File: config.mk
export PLATFORM = sky130hd
export DESIGN_NAME = rf_write_sequencer
export DESIGN_NICKNAME = d
export VERILOG_FILES = /design/src/rtl/rf_write_sequencer.sv
export SDC_FILE = /design/constraint.sdc
export NUM_CORES = 1
export LEC_CHECK = 0
export CORE_AREA = 2 2 134 136
export CTS_BUF_LIST = sky130_fd_sc_hd__clkbuf_16
export DETAILED_ROUTE_END_ITERATION = 10
export DIE_AREA = 0 0 136 138
export SYNTH_ARGS = -nofsm -noshare
export SYNTH_HDL_FRONTEND = slang
export SYNTH_SLANG_ARGS = --single-unit
File: constraint.sdc
create_clock -name clk -period 3.4 [get_ports clk]
set_input_delay 0.85 -clock clk [delete_from_list [all_inputs] [get_ports clk]]
set_output_delay 0.85 -clock clk [all_outputs]
set_load 0.01 [all_outputs]
File: src/rtl/rf_write_sequencer.sv
// In-order write-back queue driving a setup/strobe/release write sequence
// into the register file. Optional bypass lookup enabled by RF_BYPASS_EN.
module rf_write_sequencer #(
  parameter int N     = 16,
  parameter int M     = 4,
  parameter int DEPTH = 4
) (
  input  logic                     clk,
  input  logic                     resetN,
  input  logic                     inValid,
  output logic                     inReady,
  input  logic [M-1:0]             inAddr,
  input  logic [N-1:0]             inData,
  output logic                     rfWriteEnable,
  output logic [M-1:0]             rfWriteAddr,
  output logic [N-1:0]             rfDIn,
  input  logic [M-1:0]             lookupAddr0,
  input  logic [M-1:0]             lookupAddr1,
  output logic                     hit0,
  output logic                     hit1,
  output logic [N-1:0]             hitData0,
  output logic [N-1:0]             hitData1,
  output logic [$clog2(DEPTH):0]   count,
  output logic                     idle
);

  localparam int PW = $clog2(DEPTH);
  localparam int CW = PW + 1;

  typedef enum logic [1:0] {
    S_IDLE,
    S_SETUP,
    S_STROBE,
    S_RELEASE
  } state_e;

  state_e          state_q, state_d;

  logic [M-1:0]    addr_mem_q [DEPTH];
  logic [M-1:0]    addr_mem_d [DEPTH];
  logic [N-1:0]    data_mem_q [DEPTH];
  logic [N-1:0]    data_mem_d [DEPTH];

  logic [PW-1:0]   wr_ptr_q, wr_ptr_d;
  logic [PW-1:0]   rd_ptr_q, rd_ptr_d;
  logic [CW-1:0]   count_q, count_d;

  logic            we_q, we_d;
  logic [M-1:0]    waddr_q, waddr_d;
  logic [N-1:0]    wdata_q, wdata_d;

  logic            push;
  logic            pop;
  logic [PW-1:0]   next_head;
  logic            more_left;

  assign inReady   = (count_q != CW'(DEPTH));
  assign push      = inValid && inReady;
  assign pop       = (state_q == S_RELEASE);
  assign next_head = rd_ptr_q + PW'(1);
  assign more_left = (count_q > CW'(1));

  assign rfWriteEnable = we_q;
  assign rfWriteAddr   = waddr_q;
  assign rfDIn         = wdata_q;
  assign count         = count_q;
  assign idle          = (count_q == '0) && (state_q == S_IDLE);

  // Queue storage, pointers and occupancy update.
  always_comb begin
    addr_mem_d = addr_mem_q;
    data_mem_d = data_mem_q;
    wr_ptr_d   = wr_ptr_q;
    rd_ptr_d   = rd_ptr_q;
    count_d    = count_q;
    if (push) begin
      addr_mem_d[wr_ptr_q] = inAddr;
      data_mem_d[wr_ptr_q] = inData;
      wr_ptr_d             = wr_ptr_q + PW'(1);
    end
    if (pop) begin
      rd_ptr_d = next_head;
    end
    unique case ({push, pop})
      2'b10:   count_d = count_q + CW'(1);
      2'b01:   count_d = count_q - CW'(1);
      default: count_d = count_q;
    endcase
  end

  // Queue register bank; discarded on reset.
  always_ff @(posedge clk or negedge resetN) begin
    if (!resetN) begin
      for (int i = 0; i < DEPTH; i++) begin
        addr_mem_q[i] <= '0;
        data_mem_q[i] <= '0;
      end
      wr_ptr_q <= '0;
      rd_ptr_q <= '0;
      count_q  <= '0;
    end else begin
      for (int i = 0; i < DEPTH; i++) begin
        addr_mem_q[i] <= addr_mem_d[i];
        data_mem_q[i] <= data_mem_d[i];
      end
      wr_ptr_q <= wr_ptr_d;
      rd_ptr_q <= rd_ptr_d;
      count_q  <= count_d;
    end
  end

  // Write-sequence state register.
  always_ff @(posedge clk or negedge resetN) begin
    if (!resetN) begin
      state_q <= S_IDLE;
    end else begin
      state_q <= state_d;
    end
  end

  // Write-sequence next state.
  always_comb begin
    state_d = state_q;
    unique case (state_q)
      S_IDLE: begin
        if (count_q != '0) begin
          state_d = S_SETUP;
        end
      end
      S_SETUP:   state_d = S_STROBE;
      S_STROBE:  state_d = S_RELEASE;
      S_RELEASE: state_d = more_left ? S_SETUP : S_IDLE;
      default:   state_d = S_IDLE;
    endcase
  end

  // Register-file port values; address/data held outside load points.
  always_comb begin
    we_d    = 1'b0;
    waddr_d = waddr_q;
    wdata_d = wdata_q;
    unique case (state_q)
      S_IDLE: begin
        if (count_q != '0) begin
          waddr_d = addr_mem_q[rd_ptr_q];
          wdata_d = data_mem_q[rd_ptr_q];
        end
      end
      S_SETUP:  we_d = 1'b1;
      S_STROBE: we_d = 1'b0;
      S_RELEASE: begin
        if (more_left) begin
          waddr_d = addr_mem_q[next_head];
          wdata_d = data_mem_q[next_head];
        end
      end
      default: we_d = 1'b0;
    endcase
  end

  // Registered register-file port; enable drops at once on reset.
  always_ff @(posedge clk or negedge resetN) begin
    if (!resetN) begin
      we_q    <= 1'b0;
      waddr_q <= '0;
      wdata_q <= '0;
    end else begin
      we_q    <= we_d;
      waddr_q <= waddr_d;
      wdata_q <= wdata_d;
    end
  end

`ifdef RF_BYPASS_EN
  logic [PW-1:0] idx;

  // Bypass: scan oldest to newest so the newest match wins.
  always_comb begin
    hit0     = 1'b0;
    hit1     = 1'b0;
    hitData0 = '0;
    hitData1 = '0;
    idx      = '0;
    for (int i = 0; i < DEPTH; i++) begin
      idx = rd_ptr_q + PW'(i);
      if (CW'(i) < count_q) begin
        if (addr_mem_q[idx] == lookupAddr0) begin
          hit0     = 1'b1;
          hitData0 = data_mem_q[idx];
        end
        if (addr_mem_q[idx] == lookupAddr1) begin
          hit1     = 1'b1;
          hitData1 = data_mem_q[idx];
        end
      end
    end
  end
`else
  logic unused_lookup;

  assign unused_lookup = ^{lookupAddr0, lookupAddr1};
  assign hit0          = 1'b0;
  assign hit1          = 1'b0;
  assign hitData0      = '0;
  assign hitData1      = '0;
`endif

endmodule
Word level (Yosys, flattened, before mapping)
Index checks and enable logic that the tools add are counted.

word-level totals
  word-level logic and storage cells = 73
  bits in registers = 110
  input bits = 31
  output and inout bits = 60

operators by class
  reductions and logical operators = 9
  $lt $le $gt $ge = 5
  equality and inequality tests = 8
  muxes and demuxes = 29
  add/sub/neg operators = 4
  bitwise operators = 3

operator list
  operator                                                                          number
  16-bit 2-to-1 mux                                                                 7
  16-bit binary-select mux with 2-bit select                                        2
  64-bit bitwise mux                                                                1
  16-bit demux with 2-bit select                                                    1
  16-bit one-hot mux with 2 select lines                                            1
  4-bit 2-to-1 mux                                                                  7
  4-bit binary-select mux with 2-bit select                                         2
  16-bit bitwise mux                                                                1
  3-bit greater-or-equal comparator (second input constant)                         3
  2-bit NOT with 3-bit output                                                       3
  4-bit demux with 2-bit select                                                     1
  2-bit one-hot mux with 4 select lines                                             1
  4-bit one-hot mux with 2 select lines                                             1
  2-bit == test (second input constant)                                             3
  3-bit one-hot mux with 2 select lines                                             1
  2-bit by 1-bit adder with 2-bit output (second input constant)                    2
  2-bit by 1-bit == test with 1-bit output (second input constant)                  2
  2-bit by 1-bit != test with 1-bit output (second input constant)                  2
  2-bit nonzero test                                                                2
  3-bit by 1-bit adder with 3-bit output (second input constant)                    1
  3-bit by 1-bit greater-than comparator with 1-bit output (second input constant)  1
  1-bit logical AND                                                                 3
  3-bit zero test                                                                   1
  3-bit by 1-bit less-than comparator with 1-bit output (second input constant)     1
  other kinds (7)                                                                   8

Depth between registers and ports, before layout
Gate-level depths: netlist of the first run.

  depth in word-level cells = 7
  gate-level depth with buffers = 10
  mapped depth without buffers = 9

Worst setup path before layout of the first run
Ideal clock, no wire load.

  path kind = reg-to-output
  start point = register count_q[0], in the netlist count[0]
  end point = output port idle
  cell stages (with the launch flop) = 5
  buffers on the path = 1
  data required time = 2.550 ns
  slack = 1.467 ns
  data arrival time = 1.083 ns
  path through = dfrtp_1 > inv_1 > ha_1 > and3b_1 > clkbuf_1

on the way
  longest elaborated chain between the ends = 2

RTL lines
  item                    RTL line  RTL
  from (decl)             46        logic [CW-1:0] count_q, count_d;
  from (signal assigned)  108       count_q <= count_d;
  3-bit zero test         67        assign idle = (count_q == '0) && (state_q == S_IDLE);
  1-bit logical AND       67
  to (decl)               24        output logic idle

Every way passes these cells.

Worst setup path in the final report of the first run
Ends and elaborated chain as after synthesis.

==> results by group, run 1 <==
Setup path
  – Startpoint type of the worst setup path: register
  – Delay of the slowest cell on the worst path: 590 ps
  – Reg-to-Reg Start: state_q[0]$_DFFE_PN0N_
  – Slowest library cell on the worst path: sky130_fd_sc_hd__clkdlybuf4s50_1
  – Setup crit end kind: output port
  – Max FO, Critical Path: 6
  – End of the worst register-to-register path: rfDIn[5]$_DFFE_PN0P_
  – Path type of the worst setup path: reg -> out
  – Required time at the worst-slack endpoint: 2550 ps
  – Critical-path cell list: inv_1 -> ha_1 -> and3b_1 -> clkdlybuf4s50_1
  – Setup slack of the worst register-to-register path: slightly above 1000 ps
  – Arrival time of the worst setup path: 1990 ps
  – Number of cells traversed by the worst register-to-register path: 6

Place
  – Setup Slack @ Placement: about 900 ps
  – GP Congestion: 0.735
  – Number of cells after detailed placement: 740
  – Count of buffers from port buffering: 48
  – Post-DP HPWL: 8.29 mm

Clock tree
  – Maximum buffer depth of the clock tree: 2
  – Clock tree sinks: 110
  – TritonCTS buffer count: 9
  – Number of instances resized during post-cts repair: 0
  – Number of buffers inserted for hold repair after clock tree synthesis: 0
  – Clock latency of the later-clocked register in the worst-skew pair: approximately 350 ps
  – Clock-pin slew reported for the worst setup and hold paths after clock tree synthesis: 70 ps
  – Level count of the clock H-tree: 3
  – Root Driver: sky130_fd_sc_hd__clkbuf_16
  – Clock tree from TritonCTS: yes
  – # Post-CTS Setup Buffers: 0

Final layout
  – Count of inserted antenna diode cells: 0
  – Layout fillers: 1713
  – Net count, final: ~570
  – Area growth from synthesis to final layout: 13.5%
  – Multi-input gate area in the final layout: 0.00282 mm²
  – Share of cells above drive strength 1: 24.8%
  – Post-route insts no fill: 753
  – Sequential standard cell area: 0.00275 mm²

Synthesis
  – Most frequent cell after synthesis: sky130_fd_sc_hd__dfrtp_1
  – Number of synthesis warnings: 0
  – Count of state elements after synthesis: 110
  – Number of distinct standard cells referenced by the synthesized netlist: 37
  – Number of enable flip-flop cells after synthesis: 0
  – Register area share after synthesis: 46.3%
  – Netlist Area Pre-Place: roughly 0.0059 mm²
  – Mean instance size in the synthesized netlist: 12.2 µm²
  – Main synth FF type: sky130_fd_sc_hd__dfrtp_1
  – Top cell types by occurrence after synthesis: 110 x sky130_fd_sc_hd__dfrtp_1, 97 x sky130_fd_sc_hd__mux2_2, 38 x sky130_fd_sc_hd__buf_4
  – Cell type with the largest total area after synthesis: sky130_fd_sc_hd__dfrtp_1
  – Share of async-settable or async-resettable flops after synthesis: 100%
  – Cells taking the most area after synthesis: sky130_fd_sc_hd__dfrtp_1 46%, sky130_fd_sc_hd__mux2_2 18%, sky130_fd_sc_hd__mux2i_1 5.6%
  – Share of Yosys cell area claimed by the top area cell type: 46.3%
  – Synthesized netlist cell count: between 400 and 500

Timing
  – Transition time of the tightest slew-check pin: 941 ps
  – Maximum clock frequency: approximately 350 MHz
  – Post-layout minimum cycle time: 2840 ps
  – Number of hold violations in the final report: 0
  – Worst path setup slack after routing: around 560 ps
  – Tcrit/Tclk final: 83.6%
  – Sum of negative setup slack: 0 ps
  – Setup violators final: 0
  – RSZ-0062 raised after global routing: false
  – Worst Skew: 8.69 ps
  – Max-slew headroom: a little under two fifths
  – Count of final max-slew check failures: 0

Power and ir drop
  – Leakage: ~0.0029 µW
  – Final total power: 7240 µW
  – Worst vdd ir: about 0.38 mV
  – PD cells: 1070 mW/mm²

GRT
  – Total congestion overflow after global routing: 0
  – All-layer global routing usage: between 10% and 20%
  – Number of antenna violations at the first check in global routing: 0
  – Vias in the first global route: slightly above 4000
  – First-pass GRT wire length: 21.5 mm
  – Largest net degree at the start of global routing: 54

Route
  – Antenna Violating Nets Remaining: 0
  – DR iter-0 viols: 175
  – DR DRC count: 0
  – Wire length reported by the detailed router: 13.1 mm
  – Routed wirelength normalized by instance count: 17.4 µm
  – Total via count in the routed design: 3842
  – Average via count per standard cell: roughly 5.1
  – Number of iterations in the first detailed-routing pass: 4

Outcome
  – Run status: complete, no violations

Floorplan
  – Num rows: approximately 50
  – Vert. Die Dim: ~140 µm
  – Boundary pin count: 91
  – Die width: about 140 µm
  – Starting density of the core: 33.9%
  – CORE AREA: 0.0175 mm²
  – Full die area: 0.0188 mm²

Worst hold path
  – Hold/Removal Path Class: in -> async

Job
  – Max Cap Viol: 0
where the power goes:
group          leakage, µW  switching, µW  total [µW]  internal (µW)
combinational      0.00144           1700        3670           1970
sequential         0.00129            556        2570           2010
clock             0.000136            451        1000            553
total              0.00287           2700        7240           4530
worst max-delay path, delay by kind of cell (launching register included):
family,cells,cell delay [ps]
buffers and inverters,2,700
DFF,1,460
and+or+nand+nor,1,310
adders and majority gates,1,170
cell type report:
type	instances	area share, %
well taps	229	4.25
clock inverters	4	0.631
flip-flops and latches	110	40.8
clock buffers	9	3.34
multi-input cells	332	41.8
inverters	8	0.445
repair buffers	61	8.72
stage by stage:
step	util (%)	hold WS, ps	area, µm²
6_report	38.5	529	6740
5_1_grt	38.5	546	6740
4_1_cts	38.5	531	6740
3_5_place_dp	36.9	516	6480
3_3_place_gp	36.9	507	6480
2_1_floorplan	-	494	6070
registers in the layout (all words and copies together) (netlist names):
name           cells
addr_mem_q        16
count              3
data_mem_q        64
rd_ptr_q           2
rfDIn             16
rfWriteAddr        4
rfWriteEnable      1
state_q            2
wr_ptr_q           2
layer usage:
layer | up-vias | wire (µm) | global-route usage [%] | part of all wire, %
met5 | - | 0 | 0 | 0
met4 | 0 | 227 | 5.48 | 1.7
met3 | 16 | 427 | 1.91 | 3.3
met2 | 90 | 6620 | 24.8 | 51
met1 | 1970 | 5810 | 19.0 | 44
li1 | 1766 | - | - | -
worst max-delay path by stage:
stage / startpoint / end / slack (ps) / cells after the start
final: count[0]$_DFFE_PN0P_ / idle / 560 / 4
after global routing: count[0]$_DFFE_PN0P_ / idle / 440 / 4
after CTS: count[0]$_DFFE_PN0P_ / idle / 520 / 4
after detailed placement: count[0]$_DFFE_PN0P_ / idle / 910 / 4
after global placement: count[0]$_DFFE_PN0P_ / idle / 940 / 4
after floorplan: count[0]$_DFFE_PN0P_ / idle / 1470 / 4
cell usage in the layout, fill, tap and decap left out, types with 4 or more instances in the layout:
| cell | instances |
|---|---|
| sky130_fd_sc_hd__nor2_1 | 23 |
| sky130_fd_sc_hd__mux2i_1 | 33 |
| sky130_fd_sc_hd__mux2_2 | 97 |
| sky130_fd_sc_hd__a21oi_1 | 5 |
| sky130_fd_sc_hd__ha_1 | 12 |
| sky130_fd_sc_hd__mux4_2 | 4 |
| sky130_fd_sc_hd__a31oi_1 | 15 |
| sky130_fd_sc_hd__buf_4 | 13 |
| sky130_fd_sc_hd__dfrtp_1 | 110 |
| sky130_fd_sc_hd__a22o_1 | 16 |
| sky130_fd_sc_hd__a2bb2oi_1 | 15 |
| sky130_fd_sc_hd__nand2_1 | 24 |
| sky130_fd_sc_hd__clkdlybuf4s50_1 | 47 |
| sky130_fd_sc_hd__a221oi_1 | 15 |
| sky130_fd_sc_hd__inv_1 | 9 |
| sky130_fd_sc_hd__xnor2_1 | 5 |
| sky130_fd_sc_hd__a21o_1 | 15 |
| sky130_fd_sc_hd__conb_1 | 34 |
| sky130_fd_sc_hd__clkbuf_16 | 9 |
cell families after synthesis:
kind of cell             count (synthesis)  share of synthesized area, %
multiplexers                           134                          25.5
buffers and inverters                   78                          8.76
AO/OA/AOI/OAI                           91                          12.0
AND/OR/NAND/NOR                         54                          3.75
flip-flops                             110                          46.3
adder cells (fa/ha/maj)                 13                          2.74
other                                    1                        0.0631
XOR/XNOR                                 6                         0.884
Power figures use the tool's default switching activity.
==> run 2: changes to the inputs <==
- clock period: 3.4 -> 2.5 ns (I/O delays scaled with it)
==> run 2 against run 1 <==
Against the previous run:
- cell count is 1.5% higher
- hold slack worse by 240 ps
- sequential power up 33%
- clock skew about the same
- register-to-register slack worse by 690 ps
- critical endpoint is now inReady
- final area up 2.8%
- first-iteration DRC count rose by 12%
- setup slack worse by 400 ps
- global-route usage increased by 0.13 points
==> results by group, run 2 (synthesized netlist as in run 1, its figures left out) <==
Setup path
  – Arrival time of the worst setup path: 1710 ps (-280 ps)
  – Setup slack of the worst register-to-register path: 320 ps (-690 ps)
  – Setup crit end kind: output port
  – Required time at the worst-slack endpoint: 1880 ps (-670 ps)
  – Startpoint type of the worst setup path: register
  – Delay of the slowest cell on the worst path: 550 ps (-40 ps)
  – Slowest library cell on the worst path: sky130_fd_sc_hd__clkdlybuf4s50_1
  – Max FO, Critical Path: 5 (-1)
  – Path type of the worst setup path: reg -> out
  – Critical-path cell list: inv_1 -> ha_1 -> nand2_1 -> clkdlybuf4s50_1

Final layout
  – Largest register by flop count: data_mem_q
  – Multi-input gate area in the final layout: 0.00282 mm² (about the same)
  – Net count, final: 575 (+1.6%)
  – Area growth from synthesis to final layout: 16.7%
  – Count of inserted antenna diode cells: 0 (unchanged)
  – Most frequent cells in the layout: 109 x sky130_fd_sc_hd__dfrtp_1, 97 x sky130_fd_sc_hd__mux2_2, 46 x sky130_fd_sc_hd__clkdlybuf4s50_1, 34 x sky130_fd_sc_hd__conb_1, 33 x sky130_fd_sc_hd__mux2i_1
  – Flip-flop count of the largest register, all copies and words added: 64 (unchanged)
  – Sequential standard cell area: 0.00275 mm² (about the same)
  – Layout fillers: 1720 (+0.41%)
  – Most common cell after layout, fill and taps aside: sky130_fd_sc_hd__dfrtp_1
  – Total non-filler cell area in the finished layout: 0.00693 mm² (+2.8%)
  – Share of cells above drive strength 1: 26.4% (+1.5 points)

Timing
  – Count of final max-slew check failures: 0 (unchanged)
  – Maximum clock frequency: between 400 and 500 MHz
  – Number of hold violations in the final report: 0 (unchanged)
  – Tcrit/Tclk final: 93.5%
  – Worst path setup slack after routing: 163 ps (-396 ps)
  – Transition time of the tightest slew-check pin: 780 ps (-161 ps)
  – Worst Skew: 8.53 ps (-0.159 ps)
  – RSZ-0062 raised after global routing: false
  – Sum of negative setup slack: 0 ps (unchanged)
  – Max-slew headroom: 47.8% (+11 points)
  – Setup violators final: 0 (unchanged)
  – Post-layout minimum cycle time: 2340 ps

Route
  – Wire length reported by the detailed router: 13.2 mm (+0.56%)
  – Antenna Violating Nets Remaining: 0 (unchanged)
  – DR DRC count: 0 (unchanged)
  – Routed wirelength normalized by instance count: 17.2 µm (-0.89%)
  – Number of iterations in the first detailed-routing pass: 4 (unchanged)
  – DR iter-0 viols: 196 (+12%)
  – Average via count per standard cell: 5.06 (-0.75%)
  – Total via count in the routed design: 3869 (+0.70%)

Floorplan
  – Boundary pin count: 91 (unchanged)
  – CORE AREA: 0.0175 mm² (unchanged)
  – Num rows: 49 (unchanged)
  – Die width: 136 µm (unchanged)
  – Starting density of the core: 33.9% (unchanged)
  – Full die area: 0.0188 mm² (unchanged)
  – Vert. Die Dim: 138 µm (unchanged)

Place
  – Instance area after placement: 0.00663 mm² (+2.4%)
  – Count of buffers from port buffering: 48 (unchanged)
  – Setup Slack @ Placement: 239 ps (-671 ps)
  – Post-DP HPWL: 8.47 mm (+2.2%)
  – GP Congestion: 0.729 (-0.78%)

Power and ir drop
  – Leakage: 0.00297 µW (+3.4%)
  – Worst vdd ir: 0.593 mV (+55%)
  – Final total power: 10200 µW (+41%)
  – PD cells: 1470 mW/mm² (+37%)

Clock tree
  – Number of instances resized during post-cts repair: 3 (+3)
  – Root Driver: sky130_fd_sc_hd__clkbuf_16
  – Clock latency of the later-clocked register in the worst-skew pair: 350 ps (about the same)
  – Number of buffers inserted for hold repair after clock tree synthesis: 0 (unchanged)
  – Clock tree from TritonCTS: yes
  – Level count of the clock H-tree: 3 (unchanged)
  – Clock tree sinks: 110 (unchanged)
  – TritonCTS buffer count: 9 (unchanged)
  – # Post-CTS Setup Buffers: 0 (unchanged)
  – Clock-pin slew reported for the worst setup and hold paths after clock tree synthesis: 70 ps (about the same)
  – Maximum buffer depth of the clock tree: 2 (unchanged)

GRT
  – All-layer global routing usage: 14.8% (+0.13 points)
  – Vias in the first global route: 4152 (+1.7%)
  – Total congestion overflow after global routing: 0 (unchanged)
  – Largest net degree at the start of global routing: 46 (-15%)
  – Number of antenna violations at the first check in global routing: 0 (unchanged)
  – First-pass GRT wire length: 21.7 mm (+1.1%)

Job
  – Max Cap Viol: 0 (unchanged)

Worst hold path
  – Hold/Removal Path Class: in -> async

Outcome
  – Run status: complete, no violations
[run 2: worst max-delay path, delay by kind of cell (launching register included)]
family                     cells  cell delay (ps)
buffers and inverters          2              650
DFF                            1              420
adders and majority gates      1              200
and+or+nand+nor                1               80
[run 2: worst paths after layout]
| check | from | to | cells past startpoint |
|---|---|---|---|
| setup / recovery | count[1]$_DFFE_PN0P_ | inReady | 4 |
| hold / removal | resetN | state_q[1]$_DFFE_PN0N_ | 1 |
| setup reg to reg | state_q[0]$_DFFE_PN0N_ | rfDIn[8]$_DFFE_PN0P_ | 6 |
| hold reg to reg | data_mem_q[5]$_DFFE_PN0P_ | data_mem_q[5]$_DFFE_PN0P_ | 1 |
| max in group asynchronous | resetN | data_mem_q[33]$_DFFE_PN0P_ | 2 |
| min in group clk | data_mem_q[5]$_DFFE_PN0P_ | data_mem_q[5]$_DFFE_PN0P_ | 1 |
[run 2: final cells by class]
type                       count  area share, %
multi-input combinational    332           40.6
sequential                   110           39.7
timing repair buffer          70           10.7
tap                          229           4.13
clock buffer                   9           3.25
clock inverter                 6           1.14
inverter                       8          0.433
[run 2: power by group]
part | internal, µW | switching (µW)
logic | 2880 | 2420
clock network | 862 | 621
registers | 2740 | 672
total | 6480 | 3720
[run 2: metal layers]
| layer | up-vias | part of all wire, % | global-route usage, % |
|---|---|---|---|
| met5 | - | 0 | 0 |
| met3 | 14 | 3.4 | 2.27 |
| met2 | 81 | 50 | 24.4 |
| met4 | 0 | 1.6 | 5.87 |
| li1 | 1794 | - | - |
| met1 | 1980 | 45 | 19.4 |
[run 2: per-stage QoR]
step                util, %  hold slack (ps)  instances
floorplan                 -              329        520
global placement       37.8              507        749
detailed placement     37.8              517        749
CTS                    39.5              309        764
global route           39.5              329        764
finish                 39.5              290        764
==> run 3: changes to the inputs <==
- HOLD_SLACK_MARGIN: default -> 0.06
==> results of run 3 <==
Same layout as run 2: the final DEF is identical, and so are final timing and power.
